File: src/rtl/vector_wb_arbiter.sv
// Round-robin arbiter for the vector register file write port, with a one-entry result register.
// Grant to wb_valid takes 1 cycle. While wb_valid=1 and wb_ready=0, gnt stays zero and wb_* hold.
module vector_wb_arbiter #(
   parameter int NUM_UNITS = 5,
   parameter int DATA_W    = 128
) (
   input  logic                        clk,
   input  logic                        reset,
   input  logic [NUM_UNITS-1:0]        req,
   input  logic [NUM_UNITS*5-1:0]      req_dest,
   input  logic [NUM_UNITS*7-1:0]      req_ref,
   input  logic [NUM_UNITS*DATA_W-1:0] req_data,
   output logic [NUM_UNITS-1:0]        gnt,
   output logic                        wb_valid,
   input  logic                        wb_ready,
   output logic [4:0]                  wb_dest,
   output logic [6:0]                  wb_ref,
   output logic [4:0]                  wb_unit,
   output logic [DATA_W-1:0]           wb_data,
   output logic [7:0]                  stall_max
);

   localparam int PW = (NUM_UNITS > 1) ? $clog2(NUM_UNITS) : 1;
   localparam logic [PW:0]   NUM_U = (PW+1)'(NUM_UNITS);
   localparam logic [PW-1:0] LAST  = PW'(NUM_UNITS - 1);

   typedef struct packed {
      logic [4:0]        dest;
      logic [6:0]        rs_ref;
      logic [4:0]        unit;
      logic [DATA_W-1:0] data;
   } wb_t;

   logic [4:0]        dest_arr [NUM_UNITS];
   logic [6:0]        ref_arr  [NUM_UNITS];
   logic [DATA_W-1:0] data_arr [NUM_UNITS];
   logic [7:0]        wait_cnt [NUM_UNITS];

   logic [PW-1:0] ptr, ptr_next, winner, idx;
   logic [PW:0]   sum;
   logic          found, accept, valid_q;
   logic [7:0]    max_wait;
   wb_t           wb_q, wb_d;

   for (genvar g = 0; g < NUM_UNITS; g++) begin : g_unpack
      assign dest_arr[g] = req_dest[5*g +: 5];
      assign ref_arr[g]  = req_ref[7*g +: 7];
      assign data_arr[g] = req_data[DATA_W*g +: DATA_W];
   end

   assign accept = !valid_q || wb_ready;

   // First requester at or after ptr, wrapping modulo NUM_UNITS.
   always_comb begin
      winner = '0;
      found  = 1'b0;
      sum    = '0;
      idx    = '0;
      for (int k = 0; k < NUM_UNITS; k++) begin
         sum = {1'b0, ptr} + (PW+1)'(k);
         if (sum >= NUM_U) sum = sum - NUM_U;
         idx = sum[PW-1:0];
         if (!found && req[idx]) begin
            found  = 1'b1;
            winner = idx;
         end
      end
   end

   always_comb begin
      gnt = '0;
      if (!reset && accept && found) gnt[winner] = 1'b1;
   end

   always_comb begin
      ptr_next    = (winner == LAST) ? '0 : winner + PW'(1);
      wb_d.dest   = dest_arr[winner];
      wb_d.rs_ref = ref_arr[winner];
      wb_d.unit   = 5'b00001 << winner;
      wb_d.data   = data_arr[winner];
   end

   always_ff @(posedge clk or posedge reset) begin
      if (reset) begin
         ptr     <= '0;
         valid_q <= 1'b0;
         wb_q    <= '0;
      end else if (accept) begin
         if (found) begin
            ptr     <= ptr_next;
            valid_q <= 1'b1;
            wb_q    <= wb_d;
         end else begin
            valid_q <= 1'b0;
         end
      end
   end

   // stall_max tracks the registered counters, so it lags a unit's wait by one cycle.
   always_comb begin
      max_wait = stall_max;
      for (int i = 0; i < NUM_UNITS; i++) begin
         if (wait_cnt[i] > max_wait) max_wait = wait_cnt[i];
      end
   end

   always_ff @(posedge clk or posedge reset) begin
      if (reset) begin
         for (int i = 0; i < NUM_UNITS; i++) wait_cnt[i] <= '0;
         stall_max <= '0;
      end else begin
         for (int i = 0; i < NUM_UNITS; i++) begin
            if (req[i] && !gnt[i]) begin
               if (wait_cnt[i] != 8'hFF) wait_cnt[i] <= wait_cnt[i] + 8'd1;
            end else begin
               wait_cnt[i] <= '0;
            end
         end
         stall_max <= max_wait;
      end
   end

   assign wb_valid = valid_q;
   assign wb_dest  = wb_q.dest;
   assign wb_ref   = wb_q.rs_ref;
   assign wb_unit  = wb_q.unit;
   assign wb_data  = wb_q.data;

endmodule

File: config.mk
export PLATFORM = sky130hd
export DESIGN_NAME = vector_wb_arbiter
export DESIGN_NICKNAME = d
export VERILOG_FILES = /design/src/rtl/vector_wb_arbiter.sv
export SDC_FILE = /design/constraint.sdc
export NUM_CORES = 1
export LEC_CHECK = 0
export CAP_MARGIN = 10
export CORE_AREA = 2 2 335 337
export CTS_CLUSTER_DIAMETER = 60
export CTS_CLUSTER_SIZE = 24
export DETAILED_ROUTE_END_ITERATION = 8
export DIE_AREA = 0 0 337 339
export PLACE_DENSITY = 0.38
export SYNTH_ARGS = -nofsm -noshare
export SYNTH_HDL_FRONTEND = slang
export SYNTH_SLANG_ARGS = --single-unit
File: constraint.sdc
create_clock -name clk -period 11.56 [get_ports clk]
set_input_delay 1.156 -clock clk [delete_from_list [all_inputs] [get_ports clk]]
set_output_delay 1.156 -clock clk [all_outputs]
set_load 0.005 [all_outputs]
==> impl_metrics.py <==
metrics = {
    "hold_path": {
        "hold_class": "reg2reg",
    },
    "synthesis": {
        "synth_cell_types": 74,
        "ys_seq_area_frac": 0.304,
        "yosys_most_used_dff": "dfrtp_1",
        "async_reset_ff_frac": 1.00,
        "ys_seq_elements": 197,
        "avgSynthCellArea_um2": 8.58,
        "synth_area_um2": 16200,
        "ys_warn_count": 0,
        "synth_nets": 2653,
        "synth_edf_count": 0,
        "synth_cells": 1892,
    },
    "timing": {
        "fmax_ghz": 0.0955,
        "finalMaxSlewViolations": 0,
        "worstMarginPinSlew_ns": 1.08,
        "min_period_ns": 10.47,
        "tns_ns": 0,
        "hold_viol_final": 0,
        "period_share": 0.906,
        "finalClockSkew_ns": 0.0194,
        "rsz0062_at_grt": "false",
        "setup-violations-final": 0,
        "max_slew_margin": 0.281,
    },
    "run_status": {
        "status": "finished clean",
    },
    "drt": {
        "vias_per_cell": 4.52,
        "drtPass1Iterations": 5,
        "wl_met3_um": 6520,
        "wl_um": 111000,
        "vias": 18700,
        "wl_met2_um": 56200,
        "routedWlPerCell_um": 26.8,
        "drtIter0Drc": 1138,
        "ant_nets": 0,
        "drc": 0,
        "met1_length_um": 46200,
        "topRoutingLayerUsed": "met5",
    },
    "floorplanning": {
        "die_h_um": 339,
        "rows": 122,
        "design.core.area_um2": 110000,
        "initial_utilization": 0.147,
        "pin_count": 867,
        "dieArea_um2": 114000,
        "fp.dieW_um": 337,
    },
    "setup_path": {
        "crit_top_cell": "ha_1",
        "worst_path_max_delay_cell": "dfrtp_1",
        "cp-end-kind": "register",
        "worstPathArrival_ns": 10.89,
        "cp_top_family": "compound AO/OA/AOI/OAI gates",
        "max_stage_delay_ns": 0.46,
        "critPathBufInv": 2,
        "path_max_fanout": 19,
        "critPathRequiredTime_ns": 11.98,
        "worstSetupPathType": "reg2reg",
        "start_kind": "register",
    },
    "grt": {
        "grt.total_usage": 0.186,
        "grt_pass1_vias": 19300,
        "overflow": 0,
        "antenna_found_initial": 22,
        "grt_pass1_wl_um": 151000,
        "grt_max_degree": 120,
    },
    "placed_design": {
        "port_buffers": 866,
        "placed_area_um2": 26200,
        "gp_congestion": 0.899,
        "dp.final_hpwl_um": 87200,
    },
    "final_layout": {
        "fill_cells": 12100,
        "fin_nets": 3389,
        "layout_commonest_cell": "clkdlybuf4s50_1",
        "syn_to_final_growth_pct": 65.3,
        "final_cell_mix": "clkdlybuf4s50_1 (866), and2_1 (283), nor2_1 (207)",
        "stdcell_area_um2": 26800,
        "layout-drive-gt1-share": 0.0841,
    },
    "clocking": {
        "tritoncts": "yes",
        "clkSlewWorstSetupHoldPaths_ns": 0.10,
        "ctsHoldBuffers": 0,
        "cts_buffer_depth": 2,
        "clk_latency_ns": 0.53,
        "cts_root_buffer": "clkbuf_16",
        "numCtsBuffers": 17,
        "cts_sinks": 197,
        "htreeDepth": 4,
    },
    "flow_run": {
        "drv_cap": 0,
    },
}
[cell type report]
cell class / instances / area, um2 / share of cell area
clock inverter: 15 / 210 / 0.00784
sequential: 197 / 4930 / 0.184
clock buffer: 17 / 425 / 0.0159
inverter: 44 / 193 / 0.00719
tap: 1488 / 1860 / 0.0694
antenna: 3 / 7.51 / 0.000280
multi-input combinational: 1480 / 10300 / 0.386
timing repair buffer: 888 / 8850 / 0.330
[cells in the mapped netlist (all sizes together) (30+ instances only)]
cell	instances	area, um2
nor2	207	777
a211oi	149	1770
a31oi	141	882
buf	84	512
and2	287	1800
a21oi	169	846
o21ai	30	150
ha	52	651
clkbuf	87	327
inv	44	168
dfrtp	197	4930
a311oi	143	1250
nand2	54	208
[worst paths after layout]
kind	cells past startpoint	startpoint	slack, ns	endpoint
setup / recovery	42	wait_cnt[33]	1.09	stall_max[7]
hold / removal	2	wb_unit[2]	0.49	wb_unit[2]
setup reg to reg	42	wait_cnt[33]	1.09	stall_max[7]
hold reg to reg	2	wb_unit[2]	0.49	wb_unit[2]
max in group asynchronous	3	reset	8.89	wb_dest[3]
min in group asynchronous	2	reset	1.22	wb_unit[1]
[routing by layer]
layer	vias to the layer above	GRT usage
met1	9403	0.228
met5	-	0
met2	610	0.332
li1	8561	-
met3	82	0.0434
met4	18	0.0326
[metrics by stage]
stage               utilization  hold slack, ns  setup WS, ns  cells
detailed placement        0.237           0.477         0.631   4097
CTS                       0.243           0.500         0.592   4129
global placement          0.237           0.474         0.841   4097
finish                    0.243           0.491          1.09   4132
floorplan                     -           0.470          2.50   1892
global route              0.243           0.545         0.241   4131
[timing repair]
item | 4_1_cts | 5_1_grt
gates resized for setup | 0 | 3
buffers inserted | 0 | 0
endpoints found under the setup margin | 0 | 5
[flip-flops by register name (all words and copies together) (netlist names)]
signal,flops
wb_unit,5
wb_valid,1
wb_data,128
wb_ref,7
wb_dest,5
stall_max,8
wait_cnt,40
ptr,3
[cell families after synthesis]
group	synth area share
AO/OA/AOI/OAI	0.341
AND/OR/NAND/NOR	0.212
buffers and inverters	0.0620
flip-flops	0.304
adder cells (fa/ha/maj)	0.0419
multiplexers	0.0254
XOR/XNOR	0.0140
[worst reg2reg max path, delay by kind of cell (launching register included)]
family	cells	cell delay, ns
AOI/OAI and AO/OA	24	5.97
muxes	4	1.47
adders and majority gates	5	1.38
and+or+nand+nor	7	0.93
DFF	1	0.46
buffers and inverters	2	0.13
Power is not shown: default switching activity piles up to over one toggle a cycle in this logic, so the estimate is an artifact.
